**src/rtl/mem_bus_arbiter.sv**
```systemverilog
// Two-master round-robin arbiter for the native valid/ready memory bus,
// with a watchdog that completes transactions no slave acknowledges.
module mem_bus_arbiter #(
  parameter int unsigned TIMEOUT_CYCLES = 64,
  parameter logic [31:0] ERR_RDATA      = 32'hDEAD_BEEF
) (
  input  logic        clk,
  input  logic        reset,

  input  logic        m0_valid,
  input  logic        m0_instr,
  input  logic [31:0] m0_addr,
  input  logic [31:0] m0_wdata,
  input  logic [3:0]  m0_wstrb,
  output logic        m0_ready,
  output logic [31:0] m0_rdata,

  input  logic        m1_valid,
  input  logic        m1_instr,
  input  logic [31:0] m1_addr,
  input  logic [31:0] m1_wdata,
  input  logic [3:0]  m1_wstrb,
  output logic        m1_ready,
  output logic [31:0] m1_rdata,

  output logic        s_valid,
  output logic        s_instr,
  output logic [31:0] s_addr,
  output logic [31:0] s_wdata,
  output logic [3:0]  s_wstrb,
  input  logic        s_ready,
  input  logic [31:0] s_rdata,

  output logic        owner,
  output logic        bus_err,
  output logic [31:0] err_addr
);

  localparam int unsigned CNT_W = 16;
  localparam logic [CNT_W-1:0] CNT_LAST = CNT_W'(TIMEOUT_CYCLES - 32'd1);

  typedef enum logic {
    IDLE = 1'b0,
    BUSY = 1'b1
  } state_t;

  state_t           state;
  state_t           state_nxt;
  logic             owner_nxt;
  logic             last_grant;
  logic             last_grant_nxt;
  logic [CNT_W-1:0] count;
  logic [CNT_W-1:0] count_nxt;
  logic [31:0]      err_addr_nxt;
  logic             done;
  logic             timeout;
  logic             finish;
  logic [31:0]      resp_data;

  // State, grant and watchdog registers
  always_ff @(posedge clk) begin
    if (reset) begin
      state      <= IDLE;
      owner      <= 1'b0;
      last_grant <= 1'b1;
      count      <= '0;
      err_addr   <= '0;
    end else begin
      state      <= state_nxt;
      owner      <= owner_nxt;
      last_grant <= last_grant_nxt;
      count      <= count_nxt;
      err_addr   <= err_addr_nxt;
    end
  end

  // Arbitration, completion and watchdog decisions
  always_comb begin
    state_nxt      = state;
    owner_nxt      = owner;
    last_grant_nxt = last_grant;
    count_nxt      = count;
    err_addr_nxt   = err_addr;
    done           = 1'b0;
    timeout        = 1'b0;

    case (state)
      IDLE: begin
        count_nxt = '0;
        if (m0_valid && m1_valid) begin
          owner_nxt = ~last_grant;
          state_nxt = BUSY;
        end else if (m0_valid) begin
          owner_nxt = 1'b0;
          state_nxt = BUSY;
        end else if (m1_valid) begin
          owner_nxt = 1'b1;
          state_nxt = BUSY;
        end
      end

      BUSY: begin
        // A real acknowledge always beats a simultaneous watchdog expiry
        if (s_ready) begin
          done = 1'b1;
        end else if (count == CNT_LAST) begin
          timeout      = 1'b1;
          err_addr_nxt = s_addr;
        end else begin
          count_nxt = count + CNT_W'(1);
        end

        if (done || timeout) begin
          last_grant_nxt = owner;
          state_nxt      = IDLE;
          count_nxt      = '0;
        end
      end

      default: state_nxt = IDLE;
    endcase
  end

  // Downstream request: owner's fields while BUSY, zero otherwise
  always_comb begin
    s_valid = 1'b0;
    s_instr = 1'b0;
    s_addr  = '0;
    s_wdata = '0;
    s_wstrb = '0;
    if (state == BUSY) begin
      s_valid = 1'b1;
      if (owner) begin
        s_instr = m1_instr;
        s_addr  = m1_addr;
        s_wdata = m1_wdata;
        s_wstrb = m1_wstrb;
      end else begin
        s_instr = m0_instr;
        s_addr  = m0_addr;
        s_wdata = m0_wdata;
        s_wstrb = m0_wstrb;
      end
    end
  end

  assign finish    = done || timeout;
  assign resp_data = timeout ? ERR_RDATA : s_rdata;
  assign bus_err   = timeout;

  // Completion is steered only to the owner; read data is zero when not ready
  always_comb begin
    m0_ready = 1'b0;
    m1_ready = 1'b0;
    m0_rdata = '0;
    m1_rdata = '0;
    if (finish) begin
      if (owner) begin
        m1_ready = 1'b1;
        m1_rdata = resp_data;
      end else begin
        m0_ready = 1'b1;
        m0_rdata = resp_data;
      end
    end
  end

endmodule

```
**config.mk**
```make
export PLATFORM = sky130hd
export DESIGN_NAME = mem_bus_arbiter
export DESIGN_NICKNAME = d
export VERILOG_FILES = /design/src/rtl/mem_bus_arbiter.sv
export SDC_FILE = /design/constraint.sdc
export NUM_CORES = 1
export LEC_CHECK = 0
export ABC_AREA = 1
export BUFFER_PORTS_ARGS = -buffer_cell sky130_fd_sc_hd__buf_2
export CAP_MARGIN = 20
export CORE_AREA = 10 10 127 129
export CTS_BUF_LIST = sky130_fd_sc_hd__clkbuf_8
export CTS_CLUSTER_SIZE = 25
export DETAILED_ROUTE_END_ITERATION = 10
export DIE_AREA = 0 0 137 139
export PLACE_DENSITY = 0.68
export SETUP_SLACK_MARGIN = 0.4
export SLEW_MARGIN = 20
export SYNTH_ARGS = -nofsm -noshare
export SYNTH_HDL_FRONTEND = slang
export SYNTH_SLANG_ARGS = --single-unit
```
**constraint.sdc**
```tcl
create_clock -name clk -period 2.13 [get_ports clk]
set_input_delay 0.426 -clock clk [delete_from_list [all_inputs] [get_ports clk]]
set_output_delay 0.426 -clock clk [all_outputs]
set_load 0.005 [all_outputs]
```
==> flow_summary.ini, run 1 <==
[drt]
first_pass_iters = 5
wire_per_inst_um = 20.8
final_antenna_net_count = 0
drtIter0Drc = 503
wl_mm = 27.9
route.detailed.vias_per_inst = 5.11
dr_total_vias = 6852
drcViolationCount = 0

[sta]
fmax_mhz = 445
maxSlewViolCount = 0
rsz0062_at_grt = true
setup_viol = 52
fin_crit_ns = 2.25
timing.final.ws_setup_ns = -0.117
whs_ns = 0.411
fin_skew_ns = 0.0123
slew_headroom = 0.702
hold_violations = 0
fin_crit_sh = 1.05
worstMarginPinSlew_ns = 0.447

[placement]
io_buffers = 344
dp_hpwl_mm = 16.2
pre_cts_ws_ns = 0.123
finalWeightedCongestion = 0.983
dp.cells = 1180
postPlaceCellArea_um2 = 5840

[synthesis]
yosysUniqueCellTypes = 25
synth_largest_area_cell = dfxtp_1
ys_ff_latch = 51
synthArstFlopShare = 0
syn_area_per_cell_um2 = 5.63
netlist_top_cells_area = dfxtp_1 (27%), nor2_1 (21%), o21ai_0 (9.3%), nand4_1 (8.6%), nand2_1 (8.2%)
yosysMostFrequentCell = nor2_1
ys_top_cells_by_count = nor2_1 (216), nand2_1 (84), inv_1 (77)
syn_area_um2 = 3840
synth_edf_count = 0
syn_nets = 858
syn_inst = 682
ys_seq_area_frac = 0.266
synth.top_cell.area_share = 0.266
ys.flop_type = dfxtp_1
ys_warn_count = 0

[layout]
drive_gt1_frac = 0.640
nets = 1333
stdcell_count = 1342
synthToLayoutAreaGrowth_pct = 133
final_design_area_no_fill_um2 = 8960

[die]
rows = 43
die_area_um2 = 19000
fp.coreArea_um2 = 13700
initial_core_util = 0.281
die_w_um = 137
ios = 345
die_h_um = 139

[cts]
clk_pin_slew_worst_paths_ns = 0.09
cts.path.max_buffers = 2
cts_tree = done
clkSinkCount = 51
cts_buffers = 5
clk-insertion-delay-late_ns = 0.31
clockRootBuffer = clkbuf_8
htree_num_levels = 2

[setup_path]
critPathMaxFanout = 19
path_buf_inv = 3
path_class = reg2out
crit_required_ns = 1.70
slowest_stage = dfxtp_1
worstPathCellList = nor2_1, nand2_1, nor2_4, nand3_4, buf_16, nand2_1, inv_2, nor2_1, buf_2
rrSetupSlack_ns = 0.33
crit_arrival_ns = 1.82
max_stage_delay_ns = 0.34
start_kind = flop
cp_top_family = simple AND/OR/NAND/NOR gates
cp-end-kind = output port

[global_routing]
grt_remaining_overflow = 0
grtUsageTotal = 0.249
grt_max_degree = 36
grt_pass1_wl_mm = 37.5
antenna_found_initial = 4
grt_pass1_vias = 6415

[run_status]
status = complete, but fails checks
violations = negative setup slack

[job]
drv_cap = 0

[power]
leakagePower_nw = 4.64
ir_drop_uv = 221
power.density_nw_per_um2 = 376

[worst_hold_path]
hold_class = in2reg
[per-stage QoR]
stage               TNS, ns   util  total power [mW]
global route          -9.86  0.655              3.51
global placement          0  0.427              1.76
finish                -3.59  0.655              3.37
CTS                   -3.92  0.588              3.08
floorplan                 0      -              1.33
detailed placement        0  0.427              1.76
[timing repair]
| item | CTS | global route |
|---|---|---|
| gates cloned | 27 | 5 |
| buffers inserted | 94 | 24 |
| hold buffers | 0 | 0 |
| resized for setup | 273 | 150 |
| pin swaps | 75 | 80 |
| setup endpoints to repair | 136 | 186 |
[worst register-to-register path, stage by stage (launching register included)]
cell and delay (ns):
dfxtp_4 0.42, inv_8 0.06, buf_16 0.15, buf_6 0.14
nor2_4 0.10, nor2_2 0.06, buf_4 0.13, buf_6 0.11
buf_6 0.11, buf_6 0.11, buf_6 0.10, nand4_1 0.10
a21oi_1 0.09
[cell usage in the layout (no fill, tap or decap), types with 25 or more instances in the layout]
cell type | synthesis | layout
o21ai_2 | 0 | 40
nand2_1 | 84 | 71
nor2_4 | 3 | 29
buf_2 | 20 | 339
nor2_2 | 0 | 60
o21ai_4 | 0 | 27
inv_2 | 5 | 25
dfxtp_1 | 51 | 43
nor2_1 | 216 | 130
buf_6 | 0 | 44
nand4_1 | 53 | 53
a21oi_1 | 35 | 33
inv_1 | 77 | 57
buf_4 | 2 | 75
[state kept, by name, indices dropped and copies added (netlist names)]
| register | cells |
|---|---|
| last_grant | 1 |
| state | 1 |
| count | 16 |
| owner | 1 |
| err_addr | 32 |
[power by group]
group | internal [mW] | switching [mW] | total [mW] | leakage, nW
logic | 0.951 | 0.864 | 1.82 | 4.19
registers | 0.959 | 0.00943 | 0.969 | 0.416
clock network | 0.230 | 0.354 | 0.583 | 0.0402
total | 2.14 | 1.23 | 3.37 | 4.64
[worst paths after layout]
check	depth (start not counted)	startpoint	endpoint
worst min register to register	2	err_addr[0]	err_addr[0]
worst max register to register	12	owner	err_addr[19]
worst max-delay path	9	count[10]	m1_rdata[28]
worst min-delay path	3	m1_valid	owner
[metal layers]
metal / GRT usage / vias to the layer above / wire (um)
met2: 0.458 / 393 / 14600
met3: 0.0601 / 79 / 2740
met5: 0 / - / 13
met4: 0.0494 / 2 / 830
met1: 0.280 / 3203 / 9690
li1: - / 3175 / -
[layout make-up]
class,instances,area [um2]
Antenna cell,4,10.0
Clock buffer,5,68.8
Clock inverter,3,20.0
Fill cell,1068,4710
Inverter,83,319
Multi-Input combinational cell,503,3270
Sequential cell,51,1040
Tap cell,180,225
Timing Repair Buffer,513,4000
[cell families after synthesis]
kind of cell,count (synthesis),share of synthesized area
and+or+nand+nor,382,0.435
buffers and inverters,134,0.139
DFF,51,0.266
adders and majority gates,1,0.00326
xor gates and xnor gates,6,0.0137
AOI/OAI and AO/OA,108,0.142
Note: power is estimated with default switching activity, not from simulation.
==> run 2: changes to the inputs <==
--- a/config.mk
+++ b/config.mk
@@ -8,12 +8,13 @@
 export ABC_AREA = 1
 export BUFFER_PORTS_ARGS = -buffer_cell sky130_fd_sc_hd__buf_2
 export CAP_MARGIN = 20
-export CORE_AREA = 10 10 127 129
+export CORE_AREA = 2 2 133 135
 export CTS_BUF_LIST = sky130_fd_sc_hd__clkbuf_8
 export CTS_CLUSTER_SIZE = 25
 export DETAILED_ROUTE_END_ITERATION = 10
-export DIE_AREA = 0 0 137 139
-export PLACE_DENSITY = 0.68
+export DIE_AREA = 0 0 135 137
+export GPL_TIMING_DRIVEN = 0
+export PLACE_DENSITY = 0.57
 export SETUP_SLACK_MARGIN = 0.4
 export SLEW_MARGIN = 20
 export SYNTH_ARGS = -nofsm -noshare
==> run 2 against run 1 <==
Effect of this change:
- the flow still finishes with violations (negative setup slack)
- total power decreased by 8.1%
- core utilization shrank 16 points
- maximum frequency is 2.1% lower
- cell area is 5.9% lower
- setup slack lost 0.048 ns
- first-iteration DRC count is 38% lower
- non-clock buffer count increased by 12
- combinational power shrank 17%
==> flow_summary.ini, run 2 (synthesis gave the netlist of run 1 again) <==
[layout]
regArea_um2 = 1040
synthToLayoutAreaGrowth_pct = 120
drive_gt1_frac = 0.645
largest_register = err_addr
final_design_area_no_fill_um2 = 8430
stdcell_count = 1393
final_cell_mix = buf_2 (350), nor2_1 (148), buf_4 (68)
final_common_cell = buf_2
multi_input_area_um2 = 3040
fin_util = 0.494
reg_top3 = err_addr: 32 flops, count: 16 flops
largest_reg_flops = 32
fill_cells = 1718
nets = 1340

[placement]
dp_hpwl_mm = 15.4
postPlaceCellArea_um2 = 5890
pre_cts_ws_ns = -0.128
finalWeightedCongestion = 0.878
io_buffers = 343
dp.cells = 1250

[sta]
fin_crit_sh = 1.08
rsz0062_at_grt = true
hold_violations = 0
fin_crit_ns = 2.29
fin_skew_ns = 0.0172
setup_tns_ns = -9.28
whs_ns = 0.421
maxSlewViolCount = 0
worstMarginPinSlew_ns = 0.569
setup_viol = 89
timing.final.ws_setup_ns = -0.165
slew_headroom = 0.620
fmax_mhz = 436

[die]
die_area_um2 = 18500
die_h_um = 137
ios = 345
fp.coreArea_um2 = 17100
rows = 48
die_w_um = 135
initial_core_util = 0.225

[global_routing]
grt_pass1_vias = 5939
antenna_found_initial = 3
grtUsageTotal = 0.218
grt_max_degree = 16
grt_pass1_wl_mm = 31.8
grt_remaining_overflow = 0

[drt]
final_antenna_net_count = 0
dr_total_vias = 6490
drcViolationCount = 0
route.detailed.vias_per_inst = 4.66
first_pass_iters = 5
wl_mm = 22.4
drtIter0Drc = 310
wire_per_inst_um = 16.1

[power]
p_total_mw = 3.10
ir_drop_uv = 224
power.density_nw_per_um2 = 367
leakagePower_nw = 4.48

[setup_path]
cp-end-kind = output port
crit_required_ns = 1.70
rrSetupSlack_ns = 0.11
critPathMaxFanout = 7
crit_arrival_ns = 1.87
start_kind = flop
path_class = reg2out

[cts]
cts_tree = done
clk_pin_slew_worst_paths_ns = 0.10
clockRootBuffer = clkbuf_8
clkSinkCount = 51
postCtsHoldBufs = 0
htree_num_levels = 2
cts.path.max_buffers = 2
cts_buffers = 5
clk-insertion-delay-late_ns = 0.32

[job]
drv_cap = 0

[run_status]
status = complete, but fails checks
violations = negative setup slack

[worst_hold_path]
hold_class = in2reg
==> run 2: cell count changes in the layout (fill, tap and decap cells not counted), moves of 12 or more <==
cell	delta
o21ai_4	-12
buf_16	-21
buf_12	-13
o21ai_2	+14
nand2_1	-13
nor2_1	+18
nor2_4	-14
buf_6	+18
==> run 2: layout make-up <==
class / instances / share of cell area
Timing Repair Buffer: 474 / 0.365
Buffer: 51 / 0.0668
Clock inverter: 2 / 0.00148
Multi-Input combinational cell: 498 / 0.360
Sequential cell: 51 / 0.124
Antenna cell: 3 / 0.000891
Clock buffer: 6 / 0.00980
Tap cell: 225 / 0.0334
Inverter: 83 / 0.0387
==> run 2: worst paths after layout <==
path,end,depth (start not counted),startpoint
setup / recovery,m0_rdata[7],10,count[15]
hold / removal,owner,3,m1_valid
hold reg to reg,err_addr[25],2,err_addr[25]
setup reg to reg,err_addr[10],15,state
==> run 2: worst max-delay path, cell delays in order, from the launching register on <==
cell and delay, ns:
dfxtp_2 0.34, nor2_1 0.10, nand2_1 0.10, nor2_4 0.19
buf_12 0.13, nand3_4 0.18, buf_6 0.21, nand2_2 0.05
inv_2 0.05, nor2_1 0.08, buf_2 0.12
==> run 2: report_power, final <==
| group | leakage, nW | switching [mW] | internal [mW] |
|---|---|---|---|
| combinational | 4.01 | 0.717 | 0.796 |
| sequential | 0.419 | 0.00494 | 0.957 |
| clock | 0.0526 | 0.358 | 0.263 |
==> run 2: timing repair <==
action | CTS | global route
cloned | 10 | 2
resized for setup | 322 | 161
setup endpoints to repair | 165 | 176
pin swaps | 105 | 86
setup buffers | 97 | 23
==> run 2: layer usage <==
layer	share of wire	global-route usage	vias up
met3	0.072	0.0548	50
met2	0.50	0.369	261
met4	0.029	0.0752	0
li1	-	-	3170
met1	0.40	0.270	3009
met5	0	0	-
==> run 3: changes to the inputs <==
--- a/config.mk
+++ b/config.mk
@@ -8,13 +8,13 @@
 export ABC_AREA = 1
 export BUFFER_PORTS_ARGS = -buffer_cell sky130_fd_sc_hd__buf_2
 export CAP_MARGIN = 20
-export CORE_AREA = 2 2 133 135
+export CORE_AREA = 2 2 135 137
 export CTS_BUF_LIST = sky130_fd_sc_hd__clkbuf_8
 export CTS_CLUSTER_SIZE = 25
 export DETAILED_ROUTE_END_ITERATION = 10
-export DIE_AREA = 0 0 135 137
+export DIE_AREA = 0 0 137 139
 export GPL_TIMING_DRIVEN = 0
-export PLACE_DENSITY = 0.57
+export PLACE_DENSITY = 0.56
 export SETUP_SLACK_MARGIN = 0.4
 export SLEW_MARGIN = 20
 export SYNTH_ARGS = -nofsm -noshare
==> run 3 against run 2 <==
Effect of this change:
- the flow still finishes with violations (negative setup slack)
- routed wire length rose by 5.1%
- global-route usage rose by 0.27 points
- worst hold slack got worse by 0.0059 ns
- clock power rose by 35%
- clock skew rose by 0.0030 ns
- sequential cell count did not move
- cell area rose by 9.4%
- critical path type unchanged
==> flow_summary.ini, run 3 (synthesis gave the netlist of run 1 again) <==
[cts]
postCtsHoldBufs = 0
htree_num_levels = 2
cts_tree = done
clk-insertion-delay-late_ns = 0.32
clkSinkCount = 51
cts.path.max_buffers = 2
clockRootBuffer = clkbuf_8
cts_buffers = 5
clk_pin_slew_worst_paths_ns = 0.12

[worst_hold_path]
worst_hold_path.num_cells = 3
hp-start = m1_valid
hold-path-endpoint = owner
hold_class = in2reg

[die]
ios = 345
die_h_um = 139
die_w_um = 137
fp.coreArea_um2 = 17700
initial_core_util = 0.217
rows = 49
die_area_um2 = 19000

[setup_path]
r2r_end = err_addr[18]
critPathMaxFanout = 7
max_stage_delay_ns = 0.37
path_buf_inv = 4
cp-end-kind = output port
r2r_cells = 14
start_kind = flop
cp_top_family = simple AND/OR/NAND/NOR gates
worstPathCellList = ha_4, nand3_4, nor2_4, buf_12, nand3_4, buf_6, nand2_4, inv_2, nor2_1, buf_2
slowest_stage = dfxtp_2
crit_arrival_ns = 1.90
cpMostUsedCell = nand3_4
path_class = reg2out
rrSetupSlack_ns = 0.25
crit_required_ns = 1.70
r2r-start = owner

[global_routing]
grt_remaining_overflow = 0
grt_max_degree = 16
grt_pass1_vias = 5960
grtUsageTotal = 0.221
grt_pass1_wl_mm = 32.6
antenna_found_initial = 6

[sta]
fin_crit_sh = 1.09
rsz0062_at_grt = true
whs_ns = 0.415
timing.final.ws_setup_ns = -0.198
fin_skew_ns = 0.0201
worstMarginPinSlew_ns = 0.598
slew_headroom = 0.602
fmax_mhz = 429
setup_viol = 67
fin_crit_ns = 2.33
hold_violations = 0
maxSlewViolCount = 0

[layout]
regArea_um2 = 1030
final_design_area_no_fill_um2 = 9220
drive_gt1_frac = 0.679
fill_cells = 1686
largest_register = err_addr
final_common_cell = buf_2
largest_reg_flops = 32
synthToLayoutAreaGrowth_pct = 140
multi_input_area_um2 = 3440
nets = 1339
reg_top3 = err_addr: 32 flops, count: 16 flops
final_cell_mix = buf_2 (345), nor2_4 (79), nor2_1 (79)

[run_status]
violations = negative setup slack
status = complete, but fails checks

[power]
power.density_nw_per_um2 = 379
ir_drop_uv = 300
leakagePower_nw = 4.59

[drt]
drcViolationCount = 0
drtIter0Drc = 372
final_antenna_net_count = 0
wl_mm = 23.5
dr_total_vias = 6462
first_pass_iters = 5
route.detailed.vias_per_inst = 4.62
wire_per_inst_um = 16.8

[placement]
postPlaceCellArea_um2 = 5900
io_buffers = 343
dp_hpwl_mm = 15.4
finalWeightedCongestion = 0.857

[job]
drv_cap = 0
[run 3: area by class of cell]
cell class | count | share of cell area
multi-input cells | 498 | 0.372
flip-flops and latches | 51 | 0.112
diodes | 7 | 0.00190
repair buffers | 473 | 0.355
clock buffers | 5 | 0.00746
inverters | 83 | 0.0357
plain buffers | 51 | 0.0772
clock inverters | 3 | 0.00692
well taps | 229 | 0.0311
[run 3: tightest hold or removal path, delay by kind of cell]
family | cells | cell delay, ns
buffers and inverters | 1 | 0.11
AND/OR/NAND/NOR | 1 | 0.08
AO/OA/AOI/OAI | 1 | 0.06
[run 3: per-layer routing]
layer	vias to the layer above	routed length (um)	global-route usage
met5	-	0	0
met4	0	382	0.0505
met3	27	1850	0.0519
met2	255	12100	0.395
met1	3016	9160	0.264
li1	3164	-	-
[run 3: worst max-delay path by stage]
stage                   endpoint  cells past startpoint  slack [ns]     start
floorplan           m0_rdata[18]                      8        0.38  count[1]
global placement     s_wdata[10]                      7       -0.22     owner
detailed placement   s_wdata[13]                      7       -0.26     owner
CTS                  m0_rdata[9]                     10       -0.25  count[0]
global route        m0_rdata[10]                      9       -0.28  count[1]
finish               m0_rdata[2]                     10       -0.20  count[1]
[run 3: where the power goes]
part | switching (mW) | leakage [nW] | total (mW) | internal, mW
Combinational | 0.797 | 4.11 | 1.69 | 0.897
Sequential | 0.00459 | 0.417 | 0.965 | 0.960
Clock | 0.372 | 0.0696 | 0.839 | 0.466
Total | 1.17 | 4.59 | 3.50 | 2.32
[run 3: what timing repair did]
action	CTS	global route
endpoints found under the setup margin	169	185
gates cloned	22	3
resized for setup	399	207
buffers inserted	94	12
pin swaps	108	100
[run 3: stage by stage]
step	setup WS (ns)	utilization	total power [mW]	TNS, ns	instances
finish	-0.198	0.522	3.50	-10.08	1400
global route	-0.281	0.522	3.64	-15.94	1397
CTS	-0.246	0.475	3.25	-13.44	1378
detailed placement	-0.261	0.334	1.76	-8.22	1254
global placement	-0.215	0.334	1.76	-5.86	1254
floorplan	0.384	-	1.33	0	682
